==> src/rtl/zuma_config_loader_if.sv <==
// Configuration stream and overlay configuration port for zuma_config_loader.
// The master modport is the loader side; slave is the source/overlay side.
interface zuma_config_loader_if #(
  parameter int CONFIG_WIDTH = 32,
  parameter int ADDR_WIDTH   = 32
);
  logic                    start;
  logic [CONFIG_WIDTH-1:0] cfg_data_in;
  logic                    cfg_valid;
  logic                    cfg_ready;
  logic [CONFIG_WIDTH-1:0] config_data;
  logic [ADDR_WIDTH-1:0]   config_addr;
  logic                    config_en;
  logic                    ffrst;
  logic                    busy;
  logic                    done;
  logic [ADDR_WIDTH-1:0]   progress;

  modport master (
    input  start, cfg_data_in, cfg_valid,
    output cfg_ready, config_data, config_addr, config_en,
    output ffrst, busy, done, progress
  );

  modport slave (
    output start, cfg_data_in, cfg_valid,
    input  cfg_ready, config_data, config_addr, config_en,
    input  ffrst, busy, done, progress
  );
endinterface

==> src/rtl/zuma_config_loader.sv <==
// Streams N configuration words into the ZUMA overlay at sequential addresses,
// then holds the overlay's virtual flip-flop reset for VRESET_CYCLES cycles.
module zuma_config_loader #(
  parameter int CONFIG_WIDTH  = 32,
  parameter int LUT_SIZE      = 6,
  parameter int NUM_STAGES    = 8,
  parameter int ADDR_WIDTH    = 32,
  parameter int VRESET_CYCLES = 2,
  parameter bit REVERSE_BITS  = 1'b1,
  parameter bit AUTO_START    = 1'b1
) (
  input  logic                  clk,
  input  logic                  reset,
  zuma_config_loader_if.master  bus
);

  localparam int unsigned N_WORDS = (2 ** LUT_SIZE) * NUM_STAGES;
  localparam int VCNT_W = $clog2(VRESET_CYCLES + 1);
  localparam logic [ADDR_WIDTH-1:0] LAST_WORD = ADDR_WIDTH'(N_WORDS - 1);
  localparam logic [VCNT_W-1:0] VCNT_END = VCNT_W'(VRESET_CYCLES);

  typedef enum logic [1:0] {S_IDLE, S_LOAD, S_VRST, S_DONE} state_t;

  state_t                  state_q, state_d;
  logic [ADDR_WIDTH-1:0]   count_q, count_d;
  logic [VCNT_W-1:0]       vcnt_q, vcnt_d;
  logic                    auto_q, auto_d;
  logic                    en_q, en_d;
  logic [ADDR_WIDTH-1:0]   addr_q, addr_d;
  logic [CONFIG_WIDTH-1:0] data_q, data_d;
  logic                    hs;

  function automatic logic [CONFIG_WIDTH-1:0] order_bits(input logic [CONFIG_WIDTH-1:0] w);
    logic [CONFIG_WIDTH-1:0] r;
    r = w;
    if (REVERSE_BITS) begin
      for (int i = 0; i < CONFIG_WIDTH; i++) r[CONFIG_WIDTH-1-i] = w[i];
    end
    return r;
  endfunction

  // A restart request wins over a handshake in the same cycle.
  assign hs = (state_q == S_LOAD) && bus.cfg_valid && !bus.start;

  always_ff @(posedge clk or posedge reset) begin
    if (reset) begin
      state_q <= S_IDLE;
      count_q <= '0;
      vcnt_q  <= '0;
      auto_q  <= AUTO_START;
      en_q    <= 1'b0;
      addr_q  <= '0;
      data_q  <= '0;
    end else begin
      state_q <= state_d;
      count_q <= count_d;
      vcnt_q  <= vcnt_d;
      auto_q  <= auto_d;
      en_q    <= en_d;
      addr_q  <= addr_d;
      data_q  <= data_d;
    end
  end

  always_comb begin
    state_d = state_q;
    count_d = count_q;
    vcnt_d  = '0;
    auto_d  = 1'b0;
    en_d    = 1'b0;
    addr_d  = addr_q;
    data_d  = data_q;

    if (bus.start) begin
      state_d = S_LOAD;
      count_d = '0;
    end else begin
      unique case (state_q)
        S_IDLE: begin
          if (auto_q) begin
            state_d = S_LOAD;
            count_d = '0;
          end
        end
        S_LOAD: begin
          if (hs) begin
            count_d = count_q + ADDR_WIDTH'(1);
            if (count_q == LAST_WORD) state_d = S_VRST;
          end
        end
        // vcnt 0 is the gap cycle after the last write; 1..VRESET_CYCLES drive ffrst.
        S_VRST: begin
          if (vcnt_q == VCNT_END) state_d = S_DONE;
          else                    vcnt_d  = vcnt_q + VCNT_W'(1);
        end
        S_DONE: ;
        default: state_d = S_IDLE;
      endcase
    end

    if (hs) begin
      en_d   = 1'b1;
      addr_d = count_q;
      data_d = order_bits(bus.cfg_data_in);
    end
  end

  always_comb begin
    bus.cfg_ready   = (state_q == S_LOAD);
    bus.busy        = (state_q == S_LOAD) || (state_q == S_VRST);
    bus.done        = (state_q == S_DONE);
    bus.ffrst       = (state_q == S_VRST) && (vcnt_q != '0);
    bus.config_en   = en_q;
    bus.config_addr = addr_q;
    bus.config_data = data_q;
    bus.progress    = count_q;
  end

endmodule

==> src/flat_wrapper.sv <==
// flat-port wrapper written by rule: the top's interface ports become plain ports
module zuma_config_loader_flat 
#(
  parameter int CONFIG_WIDTH  = 32,
  parameter int LUT_SIZE      = 6,
  parameter int NUM_STAGES    = 8,
  parameter int ADDR_WIDTH    = 32,
  parameter int VRESET_CYCLES = 2,
  parameter bit REVERSE_BITS  = 1'b1,
  parameter bit AUTO_START    = 1'b1
)
  (clk, reset, bus_start, bus_cfg_data_in, bus_cfg_valid, bus_cfg_ready, bus_config_data, bus_config_addr, bus_config_en, bus_ffrst, bus_busy, bus_done, bus_progress);
  zuma_config_loader_if #(.CONFIG_WIDTH(CONFIG_WIDTH), .ADDR_WIDTH(ADDR_WIDTH)) bus_i ();
  input  logic clk;
  input  logic reset;
  input wire logic [$bits(bus_i.start)-1:0] bus_start;
  input wire logic [$bits(bus_i.cfg_data_in)-1:0] bus_cfg_data_in;
  input wire logic [$bits(bus_i.cfg_valid)-1:0] bus_cfg_valid;
  output wire logic [$bits(bus_i.cfg_ready)-1:0] bus_cfg_ready;
  output wire logic [$bits(bus_i.config_data)-1:0] bus_config_data;
  output wire logic [$bits(bus_i.config_addr)-1:0] bus_config_addr;
  output wire logic [$bits(bus_i.config_en)-1:0] bus_config_en;
  output wire logic [$bits(bus_i.ffrst)-1:0] bus_ffrst;
  output wire logic [$bits(bus_i.busy)-1:0] bus_busy;
  output wire logic [$bits(bus_i.done)-1:0] bus_done;
  output wire logic [$bits(bus_i.progress)-1:0] bus_progress;
  assign bus_i.start = bus_start;
  assign bus_i.cfg_data_in = bus_cfg_data_in;
  assign bus_i.cfg_valid = bus_cfg_valid;
  assign bus_cfg_ready = bus_i.cfg_ready;
  assign bus_config_data = bus_i.config_data;
  assign bus_config_addr = bus_i.config_addr;
  assign bus_config_en = bus_i.config_en;
  assign bus_ffrst = bus_i.ffrst;
  assign bus_busy = bus_i.busy;
  assign bus_done = bus_i.done;
  assign bus_progress = bus_i.progress;
  zuma_config_loader #(.CONFIG_WIDTH(CONFIG_WIDTH), .LUT_SIZE(LUT_SIZE), .NUM_STAGES(NUM_STAGES), .ADDR_WIDTH(ADDR_WIDTH), .VRESET_CYCLES(VRESET_CYCLES), .REVERSE_BITS(REVERSE_BITS), .AUTO_START(AUTO_START)) u_core (.clk(clk), .reset(reset), .bus(bus_i));
endmodule
==> config.mk <==
export PLATFORM = sky130hd
export DESIGN_NAME = zuma_config_loader_flat
export DESIGN_NICKNAME = d
export VERILOG_FILES = /design/src/rtl/zuma_config_loader_if.sv /design/src/rtl/zuma_config_loader.sv /design/src/flat_wrapper.sv
export SDC_FILE = /design/constraint.sdc
export NUM_CORES = 1
export LEC_CHECK = 0
export CAP_MARGIN = 20
export CORE_ASPECT_RATIO = 0.9
export CORE_MARGIN = 5
export CORE_UTILIZATION = 40
export CTS_CLUSTER_SIZE = 28
export DETAILED_ROUTE_END_ITERATION = 7
export PLACE_DENSITY = 0.7
export SETUP_SLACK_MARGIN = 0.05
export SKIP_CTS_REPAIR_TIMING = 1
export SYNTH_ARGS = -nofsm -noshare
export SYNTH_HDL_FRONTEND = slang
export SYNTH_SLANG_ARGS = --single-unit
==> constraint.sdc <==
create_clock -name clk -period 4.2 [get_ports clk]
set_input_delay 0.63 -clock clk [delete_from_list [all_inputs] [get_ports clk]]
set_output_delay 0.63 -clock clk [all_outputs]
set_load 0.01 [all_outputs]
After elaboration in Yosys (flattened, before gate mapping). Index checks and enable logic that the tools add are counted.

$add $sub $neg: 2. Multiplexer cells: 14. Reduce and logical (&&, ||, !) cells: 11. Equal/unequal tests: 9.

Operator list (number): 32-bit 2-to-1 mux (3); 32-bit case mux with 2 select lines (1); 32-bit by 1-bit adder with 32-bit output, second input constant (1); 32-bit by 9-bit == test with 1-bit output, second input constant (1); 2-bit 2-to-1 mux (8); 3-bit by 2-bit inequality test with 1-bit output, second input constant (4); 2-bit == test, second input constant (3); 2-bit case mux with 3 select lines (1); 5-bit AND reduction (1); 4-bit nonzero test (1); 1-bit logical AND (3); 3-bit AND reduction (1); 3-bit nonzero test (1); 2-bit by 1-bit adder with 2-bit output, second input constant (1); 2-bit by 1-bit == test with 1-bit output, second input constant (1); 2-bit logical NOT (1); 2-bit nonzero test (1); 1-bit logical NOT (1); 1-bit logical OR (1); 1-bit 2-to-1 mux (1).

Logic and storage cells: 43. Flip-flop bits (word level): 102. Input bits: 36. Output and inout bits: 101.

Longest topological paths before layout. Gate-level depths: netlist (run 1).

Word-level depth: 6. Mapped depth: 10.

Worst setup path after synthesis (run 1). Ideal clock, no wire load.

Kind: reg-to-reg. From: register u_core.state_q[1]. To: register u_core.count_q[17] (netlist: u_core.bus.progress[17]). Data arrival time: 2.122 ns. Library setup time: 0.078 ns. Data required time: 4.122 ns. Buffers on the path: 2. Path slack: 2.000 ns. Period minus slack after synthesis: 2.200 ns. Stages on the path, launching flop included: 10. Path through: dfrtp_1 inv_1 ha_1 buf_6 nor2b_2 o31ai_4 buf_6 nand3_2 or3_1 a21oi_1.

Word-level cells in the longest chain between the ends: 5. Elaborated cells on any way between the ends: 10.

RTL lines: start, declared (RTL line zuma_config_loader.sv:24) `state_t state_q, state_d;`; start signal, assigned (RTL line zuma_config_loader.sv:55) `state_q <= state_d;`; 2-bit by 1-bit == test with 1-bit output (*); via bus_cfg_ready (RTL line flat_wrapper.sv:19) `output wire logic [$bits(bus_i.cfg_ready)-1:0] bus_cfg_ready;`; 1-bit logical AND (2 in series) (RTL line zuma_config_loader.sv:43) `assign hs = (state_q == S_LOAD) && bus.cfg_valid && !bus.start;`; 3-bit by 2-bit inequality test with 1-bit output (no line); 3-bit AND reduction (no line); end signal, assigned (RTL line zuma_config_loader.sv:56) `count_q <= count_d;`; end, declared (RTL line zuma_config_loader.sv:25) `logic [ADDR_WIDTH-1:0] count_q, count_d;`.

Mark *: on every way through the listed nets, which the timed path passes. The rest lies on a longest branch. A chain may end at the register's enable or synchronous reset.

Worst setup path after layout (run 1).
From: register u_core.state_q[1]. To: register u_core.count_q[27] (netlist: u_core.bus.progress[27]).

Word-level cells in the longest chain between the ends: 5. Elaborated cells on any way between the ends: 10.

RTL lines (RTL line): 2-bit by 1-bit == test with 1-bit output (zuma_config_loader.sv:43, zuma_config_loader.sv:78); 1-bit logical AND (2 in series) (zuma_config_loader.sv:43); 3-bit by 2-bit inequality test with 1-bit output (no line); 3-bit AND reduction (no line).

Parallel ways exist; a longest one is shown, timed or not.

==> results.cfg, run 1 <==
[grt]
grt_max_degree = 66
track_usage = 0.162
antenna_found_initial = 0
grt_overflow = 0
grt_pass1_vias = 3571
grt_pass1_wl_um = 17900

[logic_synthesis]
syn-num-nets = 405
synth_edf_count = 0
syn-mean-instance-area_um2 = 12.4
yosysWarnings = 0
syn-instance-count = 364
synth.largest_area_cell = dfrtp_1
synth_seq_area_share = 0.564
ys_top_cells_by_count = dfrtp_1 (101), mux2_2 (66), nor2_1 (24)
synth-seq-cells = 102
post-synth-top-area-fraction = 0.558
synthArstFlopShare = 1.00
synth_flop_cell = dfrtp_1
syn_area_um2 = 4530
synth.distinct_cells = 47
synth_most_common_cell = dfrtp_1
synth_area_leaders = dfrtp_1 (56%), mux2_2 (16%), xor2_1 (3.3%), nand4_1 (2.8%), nor2_1 (2.0%)

[timing]
relSlewSlack = 0.379
maxClockFrequency_mhz = 338
skew_ns = 0.00845
worst-slew-pin-transition_ns = 0.932
report.final.setup_viol = 0
rsz0062_at_grt = false
hold_viol = 0
fin_crit_sh = 0.704
setup-tns-final_ns = 0
fin_crit_ns = 2.96
timing.final.ws_setup_ns = 1.24
drv_slew = 0

[cells_and_area]
seqCellArea_um2 = 2550
syn_to_final_growth_pct = 40.4
fillCellCount = 956
diodes = 0
nNetsFinal = 541
drive_gt1_frac = 0.200
multiInputGateArea_um2 = 1890

[cts]
clockRootBuffer = clkbuf_16
cts_sinks = 102
h-tree-depth = 3
cts_tree = yes
numCtsBuffers = 9
cts_buffer_depth = 2
clkTransAtPathRegs_ns = 0.07
insertion_delay_ns = 0.33

[floorplanning]
placementRows = 36
initial_core_util = 0.414
fp.dieH_um = 111
core_um2 = 10900
fp.dieW_um = 122
io_pins = 137
die_area_um2 = 13600

[power]
leakage_nw = 2.76
ir_worst_vdd_mv = 0.209
power.density_nw_per_um2 = 349

[route]
drt-pass1-iter-count = 4
drc = 0
num_vias = 3388
drt_iter0_markers = 238
ant_nets = 0
wl_um = 10700
vias_per_cell = 5.16
avgRoutedWirePerCell_um = 16.2

[critical_path]
crit_arrival_ns = 3.22
critical_path_class = register to register
worst_path_max_delay_cell = o31ai_4
cp.required_ns = 4.46
cp_max_fo = 21
worst_path_dominant_cell_family = simple AND/OR/NAND/NOR gates
path_buf_inv = 1
cp-end-kind = register
setup.worst_path.start_class = register
max_stage_delay_ns = 0.76
path_cells = inv_1 -> ha_1 -> nor2b_2 -> o31ai_4 -> nand4_4 -> or3_1 -> a21oi_1

[place]
io_buffers = 136
dp_slack_ns = 1.16
gp_congestion = 0.804
dp_hpwl_um = 7530

[job]
cap_violations = 0

[outcome]
outcome = finished, final reports clean

[worst_hold_path]
hold_path.class = register to register
cells in the final DEF (no fill, tap or decap), drive strengths merged, types with 2 or more instances in the layout:
cell,n
a21oi,15
or4,2
a31oi,2
bufinv,2
nor3,3
nor2b,2
or3,6
nand2b,4
clkdlybuf4s50,136
o21ai,13
mux2,66
buf,3
nand3,9
ha,5
nor4,9
xor2,17
inv,6
o31ai,2
clkbuf,10
dfrtp,101
nor2,26
clkinv,2
nand2,23
nand4,22
and3,4
worst paths after layout:
| kind | to | cells past startpoint | startpoint | slack (ns) |
|---|---|---|---|---|
| setup / recovery | u_core.bus.progress[27]$_DFFE_PP0P_ | 7 | u_core.state_q[1]$_DFFE_PP0P_ | 1.24 |
| hold / removal | u_core.vcnt_q[0]$_DFF_PP0_ | 1 | u_core.vcnt_q[0]$_DFF_PP0_ | 0.48 |
| setup reg to reg | u_core.bus.progress[27]$_DFFE_PP0P_ | 7 | u_core.state_q[1]$_DFFE_PP0P_ | 1.24 |
| hold reg to reg | u_core.vcnt_q[0]$_DFF_PP0_ | 1 | u_core.vcnt_q[0]$_DFF_PP0_ | 0.48 |
| max in group asynchronous | u_core.auto_q$_DFF_PP1_ | 3 | reset | 2.57 |
| min in group asynchronous | u_core.bus.config_data[9]$_DFFE_PP0P_ | 2 | reset | 0.77 |
state kept, by name, summed over array words and instances (netlist names):
signal and count:
u_core.bus.config_en 1, u_core.bus.config_addr 32, u_core.vcnt_q 2, u_core.state_q 2, u_core.auto_q 1, u_core.bus.progress 32, u_core.bus.config_data 32
stage by stage:
stage	std cells	hold WS [ns]	utilization	area [um2]	power, mW
floorplan	364	0.440	-	4530	1.20
global placement	641	0.455	0.551	6040	1.35
detailed placement	641	0.466	0.551	6040	1.36
CTS	656	0.477	0.581	6360	2.26
global route	656	0.505	0.581	6360	2.31
finish	656	0.476	0.581	6360	2.22
logic make-up (layout without fill, tap and decap cells):
group	after synthesis	in the layout	share of synthesized area
other	1	1	0.000828
multiplexers	66	66	0.164
XOR/XNOR	18	18	0.0348
buffers and inverters	19	159	0.0213
AO/OA/AOI/OAI	37	37	0.0506
AND/OR/NAND/NOR	116	116	0.151
adder cells (fa/ha/maj)	5	5	0.0138
flip-flops	102	102	0.564
power by group:
part           switching, mW  internal [mW]  leakage, nW
combinational          0.111          0.163         1.26
sequential            0.0263           1.03         1.34
clock                  0.347          0.537        0.159
total                  0.484           1.73         2.76
per-layer routing:
metal	part of all wire	vias up	track usage	routed length (um)
met5	0	-	0	0
met4	0.0097	0	0.0381	103
met3	0.093	10	0.0622	987
met2	0.47	132	0.259	4980
met1	0.43	1676	0.207	4580
li1	-	1570	-	-
area by class of cell:
| class | instances | share of cell area |
|---|---|---|
| sequential | 102 | 0.402 |
| inverter | 5 | 0.00335 |
| tap | 152 | 0.0299 |
| clock inverter | 5 | 0.0130 |
| clock buffer | 10 | 0.0376 |
| timing repair buffer | 139 | 0.218 |
| multi-input combinational | 243 | 0.297 |
No activity file was read; power rests on OpenSTA's default activity.
==> inputs of run 2 (changes only) <==
==> constraint.sdc (replaced) <==
create_clock -name clk -period 3 [get_ports clk]
set_input_delay 0.45 -clock clk [delete_from_list [all_inputs] [get_ports clk]]
set_output_delay 0.45 -clock clk [all_outputs]
set_load 0.01 [all_outputs]
==> results.cfg, run 2 (synthesized netlist as in run 1, its figures left out) <==
[power]
power.density_nw_per_um2 = 466
leakage_nw = 2.77
ir_worst_vdd_mv = 0.378
totalPowerFinal_mw = 2.98

[place]
place_area_um2 = 6100
dp_hpwl_um = 7830
io_buffers = 136
gp_congestion = 0.827

[grt]
track_usage = 0.169
antenna_found_initial = 0
grt_overflow = 0
grt_pass1_vias = 3627
grt_pass1_wl_um = 18500
grt_max_degree = 62

[timing]
drv_slew = 0
rsz0062_at_grt = false
hold_viol = 0
setup-tns-final_ns = 0
maxClockFrequency_mhz = 413
relSlewSlack = 0.602
skew_ns = 0.00497
report.final.setup_viol = 0
fin_crit_ns = 2.42
worst-slew-pin-transition_ns = 0.595
fin_crit_sh = 0.808

[route]
vias_per_cell = 5.13
drt-pass1-iter-count = 4
ant_nets = 0
avgRoutedWirePerCell_um = 16.6
drc = 0
wl_um = 11000
drt_iter0_markers = 309
num_vias = 3404

[critical_path]
cp-end-kind = output pin
cp.required_ns = 2.55
reg2reg_from = u_core.state_q[1]$_DFFE_PP0P_
r2r_slack_ns = 0.65
startpoint = u_core.state_q[1]$_DFFE_PP0P_
cp_max_fo = 6
setup.worst_path.start_class = register
critical_path_class = register to output pin
rr_worst_depth = 7
crit_arrival_ns = 1.97

[cts]
cts_sinks = 102
insertion_delay_ns = 0.34
clkTransAtPathRegs_ns = 0.07
numCtsBuffers = 9
clockRootBuffer = clkbuf_16
cts_buffer_depth = 2
h-tree-depth = 3
cts_tree = yes

[floorplanning]
fp.dieH_um = 111
initial_core_util = 0.414
placementRows = 36
io_pins = 137
fp.dieW_um = 122
core_um2 = 10900
die_area_um2 = 13600

[worst_hold_path]
min_from = u_core.vcnt_q[0]$_DFF_PP0_
hold_path_depth = 1
hold_path.class = register to register

[cells_and_area]
stdcell_area_um2 = 6390
final_common_cell = clkdlybuf4s50_1
fillCellCount = 927
nNetsFinal = 547
syn_to_final_growth_pct = 41.1
drive_gt1_frac = 0.209
diodes = 0
final_cell_mix = clkdlybuf4s50_1 (136), dfrtp_1 (101), mux2_2 (66), nor2_1 (24), nand2_1 (22)

[job]
cap_violations = 0

[outcome]
outcome = finished, final reports clean
## run 2: cell types whose count changed in the layout (fill, tap and decap cells not counted), sizes merged
cell / change
buf: +6
bufinv: -2
clkbuf: +3
clkinvlp: +2
inv: -2
## run 2: worst paths after layout
check / end
worst max-delay path: bus_busy
worst min-delay path: u_core.vcnt_q[0]$_DFF_PP0_
worst max register to register: u_core.bus.progress[27]$_DFFE_PP0P_
worst min register to register: u_core.vcnt_q[0]$_DFF_PP0_
max in group asynchronous: u_core.auto_q$_DFF_PP1_
min in group asynchronous: u_core.bus.config_data[9]$_DFFE_PP0P_
## run 2: stage by stage
step,instances,worst slack (ns),utilization,hold WS (ns)
6_report,663,0.577,0.584,0.468
5_1_grt,663,0.459,0.584,0.502
4_1_cts,663,0.557,0.584,0.470
3_5_place_dp,647,0.548,0.557,0.461
3_3_place_gp,647,0.619,0.557,0.455
2_1_floorplan,364,0.800,-,0.440
## run 2: worst max-delay path, stage by stage, from the launching register on
cell             delay, ns
dfrtp_1               0.53
inv_1                 0.15
ha_1                  0.38
clkdlybuf4s50_1       0.58
## run 2: area by class of cell
type / instances / area (um2) / area share
timing repair buffer: 145 / 1450 / 0.228
clock inverter: 3 / 17.5 / 0.00274
tap: 152 / 190 / 0.0298
multi-input combinational: 243 / 1880 / 0.294
inverter: 5 / 22.5 / 0.00352
clock buffer: 13 / 270 / 0.0423
sequential: 102 / 2550 / 0.400
## run 2: routing by layer
layer	global-route usage	wire (um)	up-vias
li1	-	-	1585
met1	0.218	4800	1673
met3	0.0622	959	13
met2	0.270	5130	133
met4	0.0396	105	0
met5	0	0	-
## run 2: power breakdown
group / internal (mW) / leakage, nW / switching, mW / total, mW
Combinational: 0.236 / 1.29 / 0.157 / 0.393
Clock: 0.628 / 0.142 / 0.475 / 1.10
Sequential: 1.45 / 1.34 / 0.0376 / 1.48
Total: 2.31 / 2.77 / 0.669 / 2.98
==> inputs of run 3 (changes only) <==
--- a/config.mk
+++ b/config.mk
@@ -11,7 +11,7 @@
 export CORE_UTILIZATION = 40
 export CTS_CLUSTER_SIZE = 28
 export DETAILED_ROUTE_END_ITERATION = 7
-export PLACE_DENSITY = 0.7
+export PLACE_DENSITY = 0.73
 export SETUP_SLACK_MARGIN = 0.05
 export SKIP_CTS_REPAIR_TIMING = 1
 export SYNTH_ARGS = -nofsm -noshare
==> constraint.sdc (replaced) <==
create_clock -name clk -period 2.05 [get_ports clk]
set_input_delay 0.3075 -clock clk [delete_from_list [all_inputs] [get_ports clk]]
set_output_delay 0.3075 -clock clk [all_outputs]
set_load 0.01 [all_outputs]
==> results.cfg, run 3 (synthesized netlist as in run 1, its figures left out) <==
[cells_and_area]
nNetsFinal = 581
fillCellCount = 886
final_cells = 695
syn_to_final_growth_pct = 49.5
final_core_util = 0.619
final_common_cell = clkdlybuf4s50_1
diodes = 0
drive_gt1_frac = 0.273
final_cell_mix = clkdlybuf4s50_1 (134), dfrtp_1 (100), mux2_2 (66), buf_4 (35), nor2_1 (24)
stdcell_area_um2 = 6770
seqCellArea_um2 = 2550
multiInputGateArea_um2 = 1950

[timing]
fin_crit_ns = 2.02
worst-slew-pin-transition_ns = 0.549
skew_ns = 0.00676
hold_viol = 0
drv_slew = 0
relSlewSlack = 0.633
rsz0062_at_grt = true
timing.final.ws_setup_ns = 0.0349
report.final.setup_viol = 0
fin_crit_sh = 0.983
setup-tns-final_ns = 0
maxClockFrequency_mhz = 496

[cts]
cts_tree = yes
cts_sinks = 102
cts_buffer_depth = 2
h-tree-depth = 3
clockRootBuffer = clkbuf_16
numCtsBuffers = 9
clkTransAtPathRegs_ns = 0.06
insertion_delay_ns = 0.34

[place]
place_area_um2 = 6330
gp_congestion = 0.805
dp_slack_ns = -0.00819
dpl.cell_count = 671
io_buffers = 136
dp_hpwl_um = 8150

[route]
vias_per_cell = 5.12
drc = 0
drt_iter0_markers = 192
ant_nets = 0
num_vias = 3561
avgRoutedWirePerCell_um = 16.4
drt-pass1-iter-count = 4
wl_um = 11400

[job]
cap_violations = 0

[floorplanning]
die_area_um2 = 13600
fp.dieH_um = 111
io_pins = 137
initial_core_util = 0.414
placementRows = 36
fp.dieW_um = 122
core_um2 = 10900

[worst_hold_path]
hold_path.class = input pin to asynchronous set/reset pin

[critical_path]
cp-end-kind = register
cp_max_fo = 5
crit_arrival_ns = 2.29
cp.required_ns = 2.32
setup.worst_path.start_class = register
critical_path_class = register to register

[power]
ir_worst_vdd_mv = 0.582
leakage_nw = 2.99
power.density_nw_per_um2 = 659

[grt]
grt_overflow = 0
grt_max_degree = 57
grt_pass1_vias = 3698
antenna_found_initial = 0
grt_pass1_wl_um = 18400
track_usage = 0.168

[outcome]
outcome = finished, final reports clean
## run 3: changes by cell type in the layout (fill, tap and decap cells not counted), sizes merged, moves of 2 or more
cell / previous run / this run
clkinv: 2 / 0
dlymetal6s2s: 0 / 2
buf: 9 / 41
clkdlybuf4s50: 136 / 134
## run 3: per-stage QoR
step	hold WS, ns	total power, mW
global route	0.428	4.65
global placement	0.455	2.79
CTS	0.394	4.52
detailed placement	0.469	2.82
floorplan	0.440	2.45
finish	0.388	4.46
## run 3: worst paths after layout
kind / endpoint / start / depth (start not counted) / slack (ns)
setup / recovery: u_core.bus.progress[17]$_DFFE_PP0P_ / u_core.state_q[0]$_DFFE_PP0P_ / 8 / 0.03
hold / removal: u_core.bus.progress[9]$_DFFE_PP0P_ / reset / 2 / 0.39
setup reg to reg: u_core.bus.progress[17]$_DFFE_PP0P_ / u_core.state_q[0]$_DFFE_PP0P_ / 8 / 0.03
hold reg to reg: u_core.vcnt_q[0]$_DFF_PP0_ / u_core.vcnt_q[0]$_DFF_PP0_ / 1 / 0.48
min in group clk: u_core.vcnt_q[0]$_DFF_PP0_ / u_core.vcnt_q[0]$_DFF_PP0_ / 1 / 0.48
max in group asynchronous: u_core.bus.config_data[26]$_DFFE_PP0P_ / reset / 3 / 1.04
## run 3: power breakdown
part / leakage, nW / switching (mW) / internal, mW
clock network: 0.142 / 0.683 / 1.00
registers: 1.34 / 0.0498 / 2.12
logic: 1.51 / 0.241 / 0.368
## run 3: per-layer routing
layer  vias to the layer above  track usage  part of all wire
met5                         -            0                 0
met1                      1780        0.212              0.44
met3                         8       0.0577             0.074
li1                       1656            -                 -
met4                         0       0.0410            0.0086
met2                       117        0.276              0.48
## run 3: final cells by class
| type | instances | area share |
|---|---|---|
| flip-flops and latches | 102 | 0.377 |
| multi-input cells | 244 | 0.288 |
| repair buffers | 178 | 0.260 |
| clock buffers | 13 | 0.0384 |
| well taps | 152 | 0.0281 |
| clock inverters | 1 | 0.00444 |
| inverters | 5 | 0.00333 |
## run 3: critical path, stage by stage, from the launching register on
cell and delay (ns):
dfrtp_1 0.41, buf_4 0.16, ha_4 0.18, nor2b_4 0.14, o31ai_4 0.31, buf_6 0.18
nand3_2 0.08, or3_1 0.35, a21oi_2 0.13
==> RTL edit, RTL diff (flow settings as in run 3) <==
One comparison of `count_q` changes from == to >=.
--- a/src/rtl/zuma_config_loader.sv
+++ b/src/rtl/zuma_config_loader.sv
@@ -85,7 +85,7 @@
         S_LOAD: begin
           if (hs) begin
             count_d = count_q + ADDR_WIDTH'(1);
-            if (count_q == LAST_WORD) state_d = S_VRST;
+            if (count_q >= LAST_WORD) state_d = S_VRST;
           end
         end
         // vcnt 0 is the gap cycle after the last write; 1..VRESET_CYCLES drive ffrst.
Formal check against the unedited RTL: no difference found for any inputs over 10 cycles, from zero or initial values and one cycle with reset high; that may be too few to reach the edited logic, so the function may still have changed.
==> RTL edit against run 3 <==
  * Critical path depth fell by 1
  * Cell area rose by 0.13%
  * Sequential cell count did not move
  * Cell count rose by 12%
  * Synthesized cell count rose by 20%
  * Setup slack improved by 0.038 ns
  * Highest routed layer unchanged
  * Critical path type unchanged
  * Routed wire length rose by 6.9%
  * Via count rose by 10%
  * Synthesized area fell by 0.94%
Power is not compared: it rests on default switching activity, and its combinational part moved more than twofold at a synthesized area within 25%.
==> RTL edit: results (changes against run 3) <==
Final layout
  – Layout Nets: 663 (+14%)
  – Share of layout cells above drive strength 1: 0.200 (-0.0729)
  – Layout Cells excl Fill: 778 (+12%)
  – # fillers: 897 (+1.2%)

Global route
  – Met2 usage: 0.301 (+0.0248)
  – Tot GR Track Use: 0.185 (+0.0171)
  – Largest net degree at the start of global routing: 41 (-28%)
  – Vias in the first global route: 4026 (+8.9%)
  – GRT met3 Usage: 0.0654 (+0.00779)
  – Grt met1 use: 0.239 (+0.0273)
  – First-pass GRT wire length: 20100 um (+9.2%)

Placed design
  – Final HPWL DP: 9230 um (+13%)
  – Placement Setup Slack: -0.0969 ns (-0.0887 ns)
  – Final Wtd Congestion: 0.840 (+4.2%)
  – Post-Place Cell Area: 6450 sq um (+1.9%)

Logic synthesis
  – Synth area leaders: dfrtp_1 (56%), nand2_1 (11%), mux2_2 (7.8%)
  – Post-synthesis sequential area ratio: 0.569 (+0.00535)
  – Multiplexer share of the synthesized area: 0.0778 (-0.0863)
  – Area fraction in compound gates after synthesis: 0.0602 (+0.00968)
  – Synth cell types: 43 (-8.5%)
  – Cells after Synth: 437 (+20%)
  – Adder-cell share of the synthesized area: 0.0167 (+0.00292)
  – XOR/XNOR share of the synthesized area: 0.0293 (-0.00553)
  – Syn nets: 479 (+18%)

Setup path
  – Maximum fanout along the worst path: 9 (+4)
  – Reg-to-Reg End: u_core.bus.progress[29]$_DFFE_PP0P_
  – R2R depth: 7 (-1)
  – Arrival time worst endpoint: 2.27 ns (-0.02 ns)

Timing
  – Hold WS: 0.263 ns (-0.125 ns)
  – Setup Skew: 0.00709 ns (+0.000334 ns)

Clocking
  – H-tree depth: 3 (unchanged)

Detailed routing
  – Total Wirelength: 12200 um (+6.9%)
  – Initial DRC count: 248 (+29%)

Run status
  – Status: completed
-- RTL edit: changes by cell type in the layout (fill, tap and decap cells not counted), sizes merged, moves of 4 or more --
| cell | delta |
|---|---|
| inv | +6 |
| mux2 | -35 |
| buf | +13 |
| nand3 | +7 |
| nor3 | +4 |
| nand4 | -7 |
| clkbuf | -5 |
| nor2 | -4 |
| nand2 | +104 |
| a21oi | -9 |
-- RTL edit: metal layers --
metal,wire (um),vias to the layer above,share of wire
met2,5700,140,0.47
met5,0,-,0
met1,5420,1910,0.45
met3,968,10,0.079
li1,-,1858,-
met4,89,0,0.0073
-- RTL edit: kinds of logic (layout without fill, tap and decap cells) --
logic type,after synthesis,in the layout
compound gates,40,40
simple gates,217,217
fa+ha+maj,6,6
other cells,1,1
flops,102,102
buf+inv,25,214
mux,31,31
xor+xnor,15,15
-- RTL edit: worst max path at each step --
stage | startpoint | to | slack [ns] | depth (start not counted)
after floorplan | u_core.state_q[1]$_DFFE_PP0P_ | u_core.bus.progress[14]$_DFFE_PP0P_ | 0.06 | 8
final | u_core.state_q[0]$_DFFE_PP0P_ | u_core.bus.progress[29]$_DFFE_PP0P_ | 0.07 | 7
after global routing | u_core.state_q[0]$_DFFE_PP0P_ | u_core.bus.progress[29]$_DFFE_PP0P_ | 0.005 | 7
after global placement | bus_cfg_valid | u_core.bus.progress[29]$_DFFE_PP0P_ | -0.02 | 7
after detailed placement | bus_start | u_core.state_q[1]$_DFFE_PP0P_ | -0.1 | 7
after CTS | u_core.state_q[0]$_DFFE_PP0P_ | bus_ffrst | -0.05 | 4
-- RTL edit: power by group through the flow --
| stage | clock [mW] | sequential, mW | combinational (mW) |
|---|---|---|---|
| 5_1_grt | 1.73 | 2.61 | 2.33 |
| 2_1_floorplan | 0 | 2.78 | 0.749 |
| 3_3_place_gp | 0 | 2.58 | 2.10 |
| 4_1_cts | 1.65 | 2.57 | 2.16 |
| 3_5_place_dp | 0 | 2.61 | 2.15 |
| 6_report | 1.60 | 2.57 | 2.14 |
-- RTL edit: layout make-up --
cell class | count | area, sq um | share of cell area
clock buffers | 9 | 225 | 0.0332
multi-input cells | 310 | 1890 | 0.279
flip-flops and latches | 102 | 2560 | 0.377
inverters | 8 | 36.3 | 0.00535
clock inverters | 7 | 55.1 | 0.00812
repair buffers | 190 | 1830 | 0.269
well taps | 152 | 190 | 0.0281
-- RTL edit: worst max-delay path: stages, from the launching register on --
cell and delay (ns):
dfrtp_2 0.44, ha_4 0.19, nor2b_4 0.14, o31ai_4 0.27, buf_4 0.20, nand2_1 0.09
or4_1 0.50, nand2_1 0.09
